$ cat src/rtl/receiver_demux_pkg.sv
// Shared definitions for the receive-side serial demux: frame defaults, FSM states,
// and the bit-counter width helper.
package rce_pkg;

  localparam int INFO_LEN_DEF = 16;
  localparam int PAR_LEN_DEF  = 16;

  typedef enum logic [1:0] {
    IDLE = 2'd0,
    RECV = 2'd1,
    HOLD = 2'd2
  } state_t;

  // Counter must reach the full frame length without wrapping.
  function automatic int cnt_width(input int total);
    return $clog2(total + 1);
  endfunction

endpackage

$ cat src/rtl/receiver_demux_rx_shift_reg.sv
// MSB-first serial-to-parallel shift register. The first bit shifted in ends up at the MSB
// after W enabled cycles.
module rx_shift_reg #(
  parameter int W = 16
) (
  input  logic         clk,
  input  logic         rst_n,
  input  logic         en,
  input  logic         din,
  output logic [W-1:0] q
);

  always_ff @(posedge clk or negedge rst_n) begin
    if (!rst_n) begin
      q <= '0;
    end else if (en) begin
      q <= {q[W-2:0], din};
    end
  end

endmodule

$ cat src/rtl/receiver_demux.sv
// Splits a serial frame (info bits, then parity bits) into a parallel word pair on a
// valid/ready output. Optional framing-error detection: RECEIVER_DEMUX_SYNC_ERR_EN.
//
//   state | meaning
//   IDLE  | waiting for a beat with frame_start; other beats are dropped
//   RECV  | assembling a frame, cnt = bits already taken
//   HOLD  | frame complete but output register occupied; input stalled
module receiver_demux
  import rce_pkg::*;
#(
  parameter int INFO_LEN = INFO_LEN_DEF,
  parameter int PAR_LEN  = PAR_LEN_DEF
) (
  input  logic                clk,
  input  logic                rst_n,
  input  logic                din,
  input  logic                din_valid,
  input  logic                frame_start,
  output logic                din_ready,
  output logic [INFO_LEN-1:0] info_word,
  output logic [PAR_LEN-1:0]  par_word,
  output logic                out_valid,
  input  logic                out_ready,
  output logic                sync_err
);

  localparam int CW = cnt_width(INFO_LEN + PAR_LEN);
  localparam logic [CW-1:0] INFO_C = CW'(INFO_LEN);
  localparam logic [CW-1:0] LAST_C = CW'(INFO_LEN + PAR_LEN - 1);

  state_t              state;
  logic [CW-1:0]       cnt;
  logic [INFO_LEN-1:0] info_q;
  logic [PAR_LEN-1:0]  par_q;
  logic                beat;
  logic                frame_err;
  logic                info_en;
  logic                par_en;

  assign din_ready = (state != HOLD);
  assign beat      = din_valid && din_ready;

`ifdef RECEIVER_DEMUX_SYNC_ERR_EN
  assign frame_err = beat && (state == RECV) && frame_start;
`else
  assign frame_err = 1'b0;
`endif

  // A resync bit restarts the info field, so it always goes to the info register.
  assign info_en = beat && ((state == IDLE && frame_start) || frame_err ||
                            (state == RECV && cnt < INFO_C));
  assign par_en  = beat && (state == RECV) && !frame_err && (cnt >= INFO_C);

  rx_shift_reg #(.W(INFO_LEN)) u_info (
    .clk   (clk),
    .rst_n (rst_n),
    .en    (info_en),
    .din   (din),
    .q     (info_q)
  );

  rx_shift_reg #(.W(PAR_LEN)) u_par (
    .clk   (clk),
    .rst_n (rst_n),
    .en    (par_en),
    .din   (din),
    .q     (par_q)
  );

  always_ff @(posedge clk or negedge rst_n) begin
    if (!rst_n) begin
      state     <= IDLE;
      cnt       <= '0;
      info_word <= '0;
      par_word  <= '0;
      out_valid <= 1'b0;
      sync_err  <= 1'b0;
    end else begin
      sync_err <= 1'b0;
      if (out_valid && out_ready) out_valid <= 1'b0;
      case (state)
        IDLE: begin
          if (beat && frame_start) begin
            state <= RECV;
            cnt   <= CW'(1);
          end
        end
        RECV: begin
          if (beat) begin
            if (frame_err) begin
              cnt      <= CW'(1);
              sync_err <= 1'b1;
            end else if (cnt == LAST_C) begin
              cnt <= '0;
              // Last parity bit is still on din; bypass it into the output load.
              if (!out_valid || out_ready) begin
                info_word <= info_q;
                par_word  <= {par_q[PAR_LEN-2:0], din};
                out_valid <= 1'b1;
                state     <= IDLE;
              end else begin
                state <= HOLD;
              end
            end else begin
              cnt <= cnt + 1'b1;
            end
          end
        end
        HOLD: begin
          if (out_ready) begin
            info_word <= info_q;
            par_word  <= par_q;
            out_valid <= 1'b1;
            state     <= IDLE;
          end
        end
        default: state <= IDLE;
      endcase
    end
  end

endmodule

$ cat config.mk
export PLATFORM = sky130hd
export DESIGN_NAME = receiver_demux
export DESIGN_NICKNAME = d
export VERILOG_FILES = /design/src/rtl/receiver_demux_pkg.sv /design/src/rtl/receiver_demux_rx_shift_reg.sv /design/src/rtl/receiver_demux.sv
export SDC_FILE = /design/constraint.sdc
export NUM_CORES = 1
export LEC_CHECK = 0
export BUFFER_PORTS_ARGS = -buffer_cell sky130_fd_sc_hd__buf_2
export CELL_PAD_IN_SITES_DETAIL_PLACEMENT = 0
export CELL_PAD_IN_SITES_GLOBAL_PLACEMENT = 1
export CORE_MARGIN = 8
export CORE_UTILIZATION = 52
export DETAILED_ROUTE_END_ITERATION = 10
export PLACE_DENSITY = 0.84
export SETUP_SLACK_MARGIN = 0.1
export SLEW_MARGIN = 15
export SYNTH_ARGS = -nofsm -noshare
export SYNTH_HDL_FRONTEND = slang
export SYNTH_SLANG_ARGS = --single-unit
$ cat constraint.sdc
create_clock -name clk -period 4.4 [get_ports clk]
set_clock_uncertainty 0.2 [all_clocks]
set_input_delay 0.44 -clock clk [delete_from_list [all_inputs] [get_ports clk]]
set_output_delay 0.44 -clock clk [all_outputs]
set_load 0.05 [all_outputs]
Yosys cells after proc, flatten, opt, wreduce, memory -nomap -nowiden
Index checks and enable logic that the tools add are counted.
- multiplexer cells: 26
- equal/unequal tests: 9
- reductions and logical operators: 17
- magnitude comparators: 2
- add/subtract/negate cells: 1
- operators with widths (operator ; count):
    16-bit two-way mux ; 8
    16-bit case mux with 2 select lines ; 2
    6-bit two-way mux ; 3
    6-bit case mux with 2 select lines ; 1
    2-bit two-way mux ; 5
    1-bit logical AND ; 8
    6-bit by 1-bit adder with 6-bit output (second input constant) ; 1
    6-bit by 5-bit equality test with 1-bit output (second input constant) ; 1
    6-bit by 5-bit greater-or-equal comparator with 1-bit output (second input constant) ; 1
    6-bit by 5-bit less-than comparator with 1-bit output (second input constant) ; 1
    2-bit by 1-bit inequality test with 1-bit output (second input constant) ; 3
    2-bit inequality test (second input constant) ; 3
    2-bit case mux with 3 select lines ; 1
    1-bit two-way mux ; 5
    5-bit AND reduction ; 1
    4-bit AND reduction ; 1
    2-bit nonzero test ; 2
    3-bit AND reduction ; 1
    2-bit by 1-bit equality test with 1-bit output (second input constant) ; 1
    2-bit equality test (second input constant) ; 1
    2-bit logical NOT ; 1
    1-bit logical OR ; 2
    1-bit case mux with 2 select lines ; 1
    1-bit logical NOT ; 1
- flip-flop bits (word level): 73
- logic and storage cells: 62
- output and inout port bits: 35
- bits of input ports: 6

Logic depth before layout (Yosys ltp)
Gate-level depths: netlist (run 1).
- word-level depth: 6
- gate-level depth with buffers: 8
- depth with buffers taken out: 6

Modules after synthesis
A second synthesis (run 1) with hierarchy kept.
- cell total of the unflattened synthesis: 239
- area, all modules: 3524.6 um2
- by module, submodules not included (module ; area an instance (um2) ; cells each ; sequential area each (um2) ; instances):
    receiver_demux ; 2225.9 ; 171 ; 1026.0 ; 1
    rx_shift_reg ; 649.4 ; 34 ; 400.4 ; 2

Worst setup path before layout (run 1)
No wires, ideal clock.
- path type: register -> register
- start: register state[0]
- end: register u_info.q[10]
- setup time: 0.125 ns
- data required time: 4.075 ns
- stages on the path, launching flop included: 8
- period minus slack after synthesis: 2.090 ns
- setup slack: 2.310 ns
- buffers on the path: 2
- arrival time: 1.765 ns
- path through: dfrtp_1 > inv_1 > ha_1 > and3b_1 > buf_2 > a32oi_4 > buf_4 > mux2_2
- word-level cells in the longest chain between the ends: 4
- elaborated cells on any way between the ends: 8
- classes of those cells: eq/ne: 2; reduce/logical: 6
- RTL lines (what ; RTL line ; source):
    start: declaration ; receiver_demux.sv:31 ; state_t state;
    start signal: assignment ; receiver_demux.sv:72 ; state <= IDLE;
    start signal: assignment ; receiver_demux.sv:84 ; state <= RECV;
    start signal: assignment ; receiver_demux.sv:100 ; state <= IDLE;
    2-bit by 1-bit equality test with 1-bit output / 2-bit logical NOT (equally long branches) ; receiver_demux.sv:51, receiver_demux.sv:50 ;
    1-bit logical AND, on equally long branches ; receiver_demux.sv:51, receiver_demux.sv:50 ;
    1-bit logical OR ; receiver_demux.sv:50 ; assign info_en = beat && ((state == IDLE && frame_start) || frame_err ||
    1-bit logical AND (*) ; receiver_demux.sv:50 ;
    end signal: assignment ; receiver_demux_rx_shift_reg.sv:17 ; q <= {q[W-2:0], din};
    end: declaration ; receiver_demux_rx_shift_reg.sv:10 ; output logic [W-1:0] q
Mark *: on every way between the ends. The rest lies on a longest branch, timed or not.
A chain may end at the register's enable or synchronous reset.

Worst setup path in the final report (run 1)
- start: register state[0]
- end: register par_word[0]
- word-level cells in the longest chain between the ends: 4
- elaborated cells on any way between the ends: 11
- classes of those cells: eq/ne: 7; mux: 1; reduce/logical: 3
- RTL lines (what ; RTL line ; source):
    2-bit inequality test ; receiver_demux.sv:40 ; assign din_ready = (state != HOLD);
    1-bit logical AND ; receiver_demux.sv:41 ; assign beat = din_valid && din_ready;
    2-bit inequality test (no line) ; - ;
    5-bit AND reduction (no line) ; - ;
    end signal: assignment ; receiver_demux.sv:98 ; par_word <= {par_q[PAR_LEN-2:0], din};
    end signal: assignment ; receiver_demux.sv:112 ; par_word <= par_q;
    end: declaration ; receiver_demux.sv:21 ; output logic [PAR_LEN-1:0] par_word,
Parallel ways exist; a longest one is shown, timed or not.

==> run summary, run 1 <==
Worst VDD drop: 0.000488 V
GRT Total Usage: 0.129
Post-DP HPWL: 3790 um
Cts hold-fix bufs: 0
Placed Area: 3620 sq um
CTS sink count: 73
Starting Density: 0.536
Syn Std Cell Area: 3400 sq um
Place WS: 1.45 ns
Worst-path clk slew: 0.07 ns
Largest net degree at the start of global routing: 52
Setup Viol. Count Final: 0
Slew @ Worst Pin: 0.928 ns
Die area: 9380 sq um
Worst setup EP type: register
Initial antenna violation count: 0
Worst Setup Path Type: register to register
Post-cts resize count: 0
FF+latch count, synth: 73
Setup Buffers After CTS: 0
Commonest non-fill, non-tap cell in the layout: dfrtp_1
I/O pins: 41
Dpl cells: 338
Number of global-route vias before repair: 2,079
CTS Buffer Depth: 2
Hold Vio Cnt, Final: 0
Crit-path cells: inv_1 -> ha_1 -> o21ai_0 -> nand4_4 -> mux2_2
CP delay by family, top: adder cells
Setup crit end: par_word[0]$_DFFE_PN0P_
WL per Instance: 16.0 um
Design Area, Final: 3830 sq um
Max-slew headroom: 0.382
First-pass DRT Iterations: 4
Most frequent cells in the layout: 73 x dfrtp_1, 47 x mux2_2, 38 x buf_2
H-Tree Depth: 3
Area grow syn2layout: 12.6%
Routed WL: 5700 um
Final Cycle Share: 0.667
Crit path DAT: 2.95 ns
Max FO, Critical Path: 32
Async SR Flop Fraction: 1.00
Hold Path Class: input port to register
Placer congestion estimate: 0.743
TritonCTS clock tree: yes
Row count: 29
MaxCap Viol Count: 0
Diodes inserted: 0
Crit path max-delay cell type: ha_1
Worst-skew pair later-pin latency: 0.34 ns
Post-Synthesis Cells: 233
LEAKAGE: 1.94 nW
Fin crit period: 2.94 ns
Critical path launch point type: register
Clock Tree Root: clkbuf_8
Port buffer count: 39
Area leader, netlist: dfrtp_1
Setup ws final: 1.46 ns
Worst endpoint required time: 4.42 ns
Number of flops mapped to enable cells by yosys: 0
Final Instance Count excl. Fillers: 355
RSZ-0062 raised after global routing: no
Die Y: 96.9 um
Worst r2r dst: par_word[0]$_DFFE_PN0P_
Synthesized area per cell: 14.6 sq um
Most used flip-flop cell after synthesis: dfrtp_1
Netlist cell types: 45
Critical Path Stages: 5
Final ANT Viol Nets: 0
Area fraction of the dominant cell type after synthesis: 0.537
DR vias: 1,902
Ranking of synthesized cells by area: dfrtp_1 54%, mux2_2 16%, mux2_4 13%
Status: finished clean
Buf/Inv on CP: 1
NumNets Final: 283
First-pass GRT wire length: 10,100 um
FMAX: 0.341 GHz
Total CTS buffers: 9
FF-to-FF path depth: 5
Setup TNS: 0 ns
Mapped Nets: 243
Iter 0 DRT Violations: 75
Worst stage delay on the critical path: 0.78 ns
Worst hold margin: 0.170 ns
Core Area: 6350 sq um
# DRC: 0
Synth warn: 0
Vias per Instance: 5.36
Pwr Density: 689 nW/um^2
Total global routing overflow: 0
Crit path from: state[0]$_DFFE_PN0P_
Reg-to-reg critical path startpoint: state[0]$_DFFE_PN0P_
Layout cells sized above 1: 0.496
Seq/Total Area, Yosys: 0.537
Die W: 96.9 um
Reg2reg setup slack: 1.46 ns
Max-slew violations: 0
-- how the worst min path moves through the flow --
stage                              start                   endpoint  depth (start not counted)
2_1_floorplan                      rst_n         cnt[0]$_DFFE_PN0P_                          0
3_3_place_gp     u_par.q[15]$_DFFE_PN0P_    u_par.q[15]$_DFFE_PN0P_                          1
3_5_place_dp   info_word[12]$_DFFE_PN0P_  info_word[12]$_DFFE_PN0P_                          1
4_1_cts                            rst_n    par_word[7]$_DFFE_PN0P_                          1
5_1_grt                              din    u_info.q[0]$_DFFE_PN0P_                          2
6_report                             din    u_info.q[0]$_DFFE_PN0P_                          2
-- flip-flops by register name (all words and copies together) (netlist names) --
signal,cells
state,2
u_par.q,16
cnt,6
par_word,16
info_word,16
u_info.q,16
out_valid,1
-- cell families (layout without fill, tap and decap cells) --
family,count (synthesis),after routing,share of synthesized area
xor gates and xnor gates,2,2,0.00515
adders and majority gates,4,4,0.0147
other,1,1,0.00110
and+or+nand+nor,33,33,0.0600
DFF,73,73,0.537
buffers and inverters,19,64,0.0313
muxes,82,82,0.305
AOI/OAI and AO/OA,19,19,0.0460
-- power by group --
part	internal (mW)	switching [mW]
combinational	0.451	0.640
sequential	0.885	0.147
clock	0.276	0.241
total	1.61	1.03
-- layer usage --
metal / global-route usage / share of wire
met1: 0.174 / 0.51
met2: 0.191 / 0.45
met3: 0.0256 / 0.024
met4: 0.0675 / 0.019
met5: 0 / 0
-- final cells by class --
type / instances / area [sq um]
Fill cell: 509 / 2520
Sequential cell: 73 / 1830
Multi-Input combinational cell: 141 / 1470
Timing Repair Buffer: 41 / 215
Clock buffer: 11 / 141
Tap cell: 77 / 96.3
Clock inverter: 5 / 55.1
Inverter: 7 / 26.3
-- Yosys cell counts, types with 2 or more instances --
library cell / number
buf_6: 3
mux2_4: 30
mux2_2: 47
nand3_1: 3
nor2_1: 7
nand3b_1: 2
buf_4: 2
mux2_1: 5
dfrtp_1: 73
nand2b_1: 3
ha_1: 4
buf_2: 4
inv_1: 7
nand2_1: 4
buf_1: 2
a21oi_1: 6
o211ai_1: 2
nor3b_1: 2
-- metrics by stage --
step | total power [mW] | util
after floorplan | 1.93 | -
after global placement | 2.13 | 0.570
after detailed placement | 2.14 | 0.570
after CTS | 2.67 | 0.601
after global routing | 2.79 | 0.603
final | 2.64 | 0.603
Note: power is estimated with default switching activity, not from simulation.
==> inputs of run 2 (changes only) <==
Settings changed: CORE_UTILIZATION 52 to 48, PLACE_DENSITY 0.84 to 0.78.
Clock period 4.4 ns to 2.9 ns, I/O delays scaled along.
==> run 2 against run 1 <==
Cell area increased by 2.2%. Worst setup slack got worse by 1.0 ns. Critical path depth increased by 1. Hold slack lost 0.15 ns. Sequential share of layout area shrank 1.0 points. Total power grew 53%. Fmax grew 20%. Register-to-register slack worse by 1.0 ns. Largest power group unchanged.
==> run summary, run 2 (same netlist as run 1, synthesis figures left out) <==
Tot Pwr: 4.03 mW (was 2.64 mW)
Commonest non-fill, non-tap cell in the layout: dfrtp_1 (unchanged)
First-pass DRT Iterations: 4 (unchanged)
Initial antenna violation count: 0 (unchanged)
Port buffer count: 39 (unchanged)
Worst endpoint required time: 2.93 ns (was 4.42 ns)
DR vias: 1,911 (was 1,902)
FMAX: 0.409 GHz (was 0.341 GHz)
Die Y: 100 um (was 96.9 um)
Worst setup EP type: register (unchanged)
Clock Tree Root: clkbuf_8 (unchanged)
I/O pins: 41 (unchanged)
Setup Viol. Count Final: 0 (unchanged)
Setup ws final: 0.453 ns (was 1.46 ns)
MaxCap Viol Count: 0 (unchanged)
TritonCTS clock tree: yes (unchanged)
Hold Path Class: input port to register (unchanged)
Placer congestion estimate: 0.775 (was 0.743)
RSZ-0062 raised after global routing: no (unchanged)
Pwr Density: 1030 nW/um^2 (was 689 nW/um^2)
Diodes inserted: 0 (unchanged)
Core Area: 6830 sq um (was 6350 sq um)
NumNets Final: 288 (was 283)
LEAKAGE: 1.97 nW (was 1.94 nW)
Design Area, Final: 3910 sq um (was 3830 sq um)
Crit path DAT: 2.47 ns (was 2.95 ns)
Crit path from: state[1]$_DFFE_PN0P_ (was state[0]$_DFFE_PN0P_)
WL per Instance: 15.4 um (was 16.0 um)
Status: finished clean (unchanged)
Fin crit period: 2.45 ns (was 2.94 ns)
Max-slew headroom: 0.548 (was 0.382)
Iter 0 DRT Violations: 41 (was 75)
Final ANT Viol Nets: 0 (unchanged)
Hold path startpoint: din (unchanged)
Final Cycle Share: 0.844 (was 0.667)
Max FO, Critical Path: 17 (was 32)
Most frequent cells in the layout: 73 x dfrtp_1, 47 x mux2_2, 39 x buf_2 (was 73 x dfrtp_1, 47 x mux2_2, 38 x buf_2)
Slew @ Worst Pin: 0.678 ns (was 0.928 ns)
Die W: 100 um (was 96.9 um)
Largest net degree at the start of global routing: 46 (was 52)
CTS Buffer Depth: 2 (unchanged)
Vias per Instance: 5.04 (was 5.36)
Post-cts resize count: 0 (unchanged)
H-Tree Depth: 3 (unchanged)
Worst VDD drop: 0.000775 V (was 0.000488 V)
GRT Total Usage: 0.125 (was 0.129)
Area grow syn2layout: 15.0% (was 12.6%)
Hold Vio Cnt, Final: 0 (unchanged)
Post-DP HPWL: 3950 um (was 3790 um)
Total global routing overflow: 0 (unchanged)
Setup TNS: 0 ns (unchanged)
Reg-to-reg critical path startpoint: state[1]$_DFFE_PN0P_ (was state[0]$_DFFE_PN0P_)
Starting Density: 0.498 (was 0.536)
Critical path launch point type: register (unchanged)
Row count: 30 (was 29)
Layout cells sized above 1: 0.505 (was 0.496)
Max-slew violations: 0 (unchanged)
Number of global-route vias before repair: 2,025 (was 2,079)
Finished Core Util: 0.573 (was 0.603)
Reg2reg setup slack: 0.45 ns (was 1.46 ns)
Worst Setup Path Type: register to register (unchanged)
Placed Area: 3710 sq um (was 3620 sq um)
Worst-path clk slew: 0.08 ns (was 0.07 ns)
First-pass GRT wire length: 10,100 um (about the same)
Worst-skew pair later-pin latency: 0.34 ns (about the same)
CTS sink count: 73 (unchanged)
Routed WL: 5840 um (was 5700 um)
Die area: 10,000 sq um (was 9380 sq um)
# DRC: 0 (unchanged)
Total CTS buffers: 9 (unchanged)
Place WS: 0.452 ns (was 1.45 ns)
==> run 2: worst paths after layout <==
path | to | cells after the start
setup / recovery | par_word[1]$_DFFE_PN0P_ | 6
hold / removal | u_info.q[0]$_DFFE_PN0P_ | 2
setup reg to reg | par_word[1]$_DFFE_PN0P_ | 6
hold reg to reg | u_par.q[15]$_DFFE_PN0P_ | 1
max in group asynchronous | info_word[6]$_DFFE_PN0P_ | 3
min in group asynchronous | par_word[2]$_DFFE_PN0P_ | 2
==> run 2: worst max-delay path, cell delays in order, from the launching register on <==
cell,delay (ns)
dfrtp_1,0.40
inv_1,0.10
ha_1,0.59
o21ai_0,0.25
nand4_4,0.17
buf_4,0.28
mux2_2,0.36
==> run 2: repair_timing <==
item / in CTS / in global routing
endpoints found under the hold margin: 28 / 0
setup buffers: 0 / 0
hold buffers: 1 / 0
==> run 2: metal layers <==
metal | share of wire | track usage | vias to the layer above | wire length, um
met3 | 0.035 | 0.0339 | 8 | 204
met1 | 0.49 | 0.166 | 962 | 2870
met2 | 0.46 | 0.187 | 26 | 2680
met4 | 0.015 | 0.0558 | 0 | 88
met5 | 0 | 0 | - | 0
li1 | - | - | 915 | -
==> run 2: area by class of cell <==
type                    instances  area, sq um
well taps                      96          120
repair buffers                 46          275
clock inverters                 6         68.8
clock buffers                  10          128
flip-flops and latches         73         1830
inverters                       7         26.3
multi-input cells             141         1470
fillers                       601         2920
==> run 2: where the power goes <==
group	internal [mW]	switching, mW	total (mW)
clock	0.400	0.380	0.781
combinational	0.702	0.979	1.68
sequential	1.34	0.227	1.57
==> run 2: per-stage QoR <==
stage | hold WS [ns] | std cells
global route | 0.0221 | 379
floorplan | -0.206 | 233
finish | 0.0218 | 379
CTS | 0.00587 | 379
global placement | 0.171 | 362
detailed placement | 0.174 | 362
==> inputs of run 3 (changes only) <==
Clock period 2.9 ns to 2.5 ns, I/O delays scaled along.
==> run 3 against run 2 <==
Sequential cell count is the same. Die area is the same. Non-clock buffer count grew 5. Total power grew 16%. Global-route usage grew 0.27 points. Utilization grew 0.37 points. Clock power grew 15%.
==> run summary, run 3 (same netlist as run 1, synthesis figures left out) <==
Worst setup EP type: register (unchanged)
CTS Buffer Depth: 2 (unchanged)
First-pass DRT Iterations: 4 (unchanged)
Routed WL: 6070 um (was 5840 um)
MaxCap Viol Count: 0 (unchanged)
Crit path from: state[0]$_DFFE_PN0P_ (was state[1]$_DFFE_PN0P_)
Worst hold margin: 0.0604 ns (was 0.0218 ns)
Diodes inserted: 0 (unchanged)
Starting Density: 0.498 (unchanged)
Initial antenna violation count: 0 (unchanged)
Max FO, Critical Path: 25 (was 17)
Fin crit period: 2.27 ns (was 2.45 ns)
Setup TNS: 0 ns (unchanged)
Post-DP HPWL: 4140 um (was 3950 um)
Setup Viol. Count Final: 0 (unchanged)
Die W: 100 um (unchanged)
Worst endpoint required time: 2.52 ns (was 2.93 ns)
Port buffer count: 39 (unchanged)
Worst VDD drop: 0.000822 V (was 0.000775 V)
Status: finished clean (unchanged)
Final Cycle Share: 0.908 (was 0.844)
Commonest non-fill, non-tap cell in the layout: dfrtp_1 (unchanged)
Setup Buffers After CTS: 0 (unchanged)
DR vias: 1,970 (was 1,911)
Layout cells sized above 1: 0.514 (was 0.505)
Cell Int Power: 2.84 mW (was 2.44 mW)
Clock share of power: 0.192 (was 0.194)
I/O pins: 41 (unchanged)
Worst-path clk slew: 0.08 ns (about the same)
Dpl cells: 366 (was 362)
Largest net degree at the start of global routing: 40 (was 46)
FMAX: 0.441 GHz (was 0.409 GHz)
Seq pwr share: 0.388 (was 0.389)
Post-cts resize count: 0 (unchanged)
Switch Pwr: 1.85 mW (was 1.59 mW)
Final Instance Count excl. Fillers: 384 (was 379)
Worst-skew pair later-pin latency: 0.34 ns (about the same)
Slew @ Worst Pin: 0.543 ns (was 0.678 ns)
Reg-to-reg critical path startpoint: state[0]$_DFFE_PN0P_ (was state[1]$_DFFE_PN0P_)
Crit path DAT: 2.29 ns (was 2.47 ns)
Tot Pwr: 4.69 mW (was 4.03 mW)
Total global routing overflow: 0 (unchanged)
Clock Tree Root: clkbuf_8 (unchanged)
Iter 0 DRT Violations: 67 (was 41)
TritonCTS clock tree: yes (unchanged)
Die Y: 100 um (unchanged)
CTS sink count: 73 (unchanged)
Die area: 10,000 sq um (unchanged)
# DRC: 0 (unchanged)
H-Tree Depth: 3 (unchanged)
Most frequent cells in the layout: 73 x dfrtp_1, 47 x mux2_2, 39 x buf_2 (unchanged)
Worst Setup Path Type: register to register (unchanged)
Row count: 30 (unchanged)
Final ANT Viol Nets: 0 (unchanged)
Crit path max-delay cell type: buf_4 (was ha_1)
Placer congestion estimate: 0.807 (was 0.775)
Finished Core Util: 0.576 (was 0.573)
Max-slew headroom: 0.638 (was 0.548)
First-pass GRT wire length: 10,100 um (about the same)
Crit-path cells: inv_1 -> ha_1 -> o21ai_0 -> nand4_4 -> buf_4 -> mux2_2 (unchanged)
Critical path launch point type: register (unchanged)
RSZ-0062 raised after global routing: no (unchanged)
Core Area: 6830 sq um (unchanged)
Worst stage delay on the critical path: 0.42 ns (was 0.59 ns)
Area grow syn2layout: 15.8% (was 15.0%)
Max-slew violations: 0 (unchanged)
GRT Total Usage: 0.128 (was 0.125)
LEAKAGE: 1.99 nW (was 1.97 nW)
Filler cells: 594 (was 601)
Total CTS buffers: 9 (unchanged)
WL per Instance: 15.8 um (was 15.4 um)
NumNets Final: 293 (was 288)
Hold Path Class: input port to register (unchanged)
Sw frac: 0.395 (was 0.393)
Hold Vio Cnt, Final: 0 (unchanged)
Pwr Density: 1190 nW/um^2 (was 1030 nW/um^2)
Share of power burned in combinational logic: 0.420 (was 0.417)
Vias per Instance: 5.13 (was 5.04)
Hold path startpoint: out_ready (was din)
Number of global-route vias before repair: 2,043 (was 2,025)
run 3: cell count changes in the layout (fill, tap and decap cells not counted):
cell           delta
buf_4             +5
clkinv_2          +2
clkinv_4          -2
buf_12            -1
clkbuf_1          -1
dlygate4sd3_1     +1
inv_6             +1
run 3: path summary, 6_finish.rpt:
check,end,slack (ns),cells past startpoint
max,par_word[0]$_DFFE_PN0P_,0.23,6
min,out_valid$_DFF_PN0_,0.06,3
max reg2reg,par_word[0]$_DFFE_PN0P_,0.23,6
min reg2reg,par_word[7]$_DFFE_PN0P_,0.31,1
max in group asynchronous,cnt[1]$_DFFE_PN0P_,1.28,3
min in group asynchronous,u_par.q[11]$_DFFE_PN0P_,0.22,2
run 3: through the flow:
stage | cell area (sq um) | setup slack, ns
6_report | 3940 | 0.230
5_1_grt | 3940 | 0.122
4_1_cts | 3940 | 0.222
3_5_place_dp | 3720 | 0.232
3_3_place_gp | 3720 | 0.234
2_1_floorplan | 3400 | 0.410
run 3: what timing repair did:
item,4_1_cts,5_1_grt
endpoints found under the hold margin,23,0
hold buffers,2,0
endpoints found under the setup margin,0,0
run 3: critical path: cells and delay by family (launching register included):
family / cells / cell delay (ns)
compound gates: 1 / 0.20
simple gates: 1 / 0.15
flops: 1 / 0.39
buf+inv: 2 / 0.53
fa+ha+maj: 1 / 0.29
mux: 1 / 0.38
run 3: metal layers:
metal  global-route usage  wire length (um)
met1                0.172              2990
met2                0.191              2860
met3               0.0401               191
met4               0.0419                23
met5                    0                 0
run 3: final cells by class:
type | count | area (sq um) | area share
clock buffer | 9 | 124 | 0.0315
clock inverter | 7 | 70.1 | 0.0178
inverter | 7 | 26.3 | 0.00667
multi-input combinational | 141 | 1470 | 0.373
sequential | 73 | 1830 | 0.464
tap | 96 | 120 | 0.0305
timing repair buffer | 51 | 303 | 0.0769
run 3: power by group through the flow:
stage	Sequential, mW	Clock, mW	Combinational, mW
floorplan	2.35	0	1.05
global placement	1.83	0	1.96
detailed placement	1.84	0	1.98
CTS	1.83	0.923	1.99
global route	1.88	0.978	2.09
finish	1.82	0.901	1.97
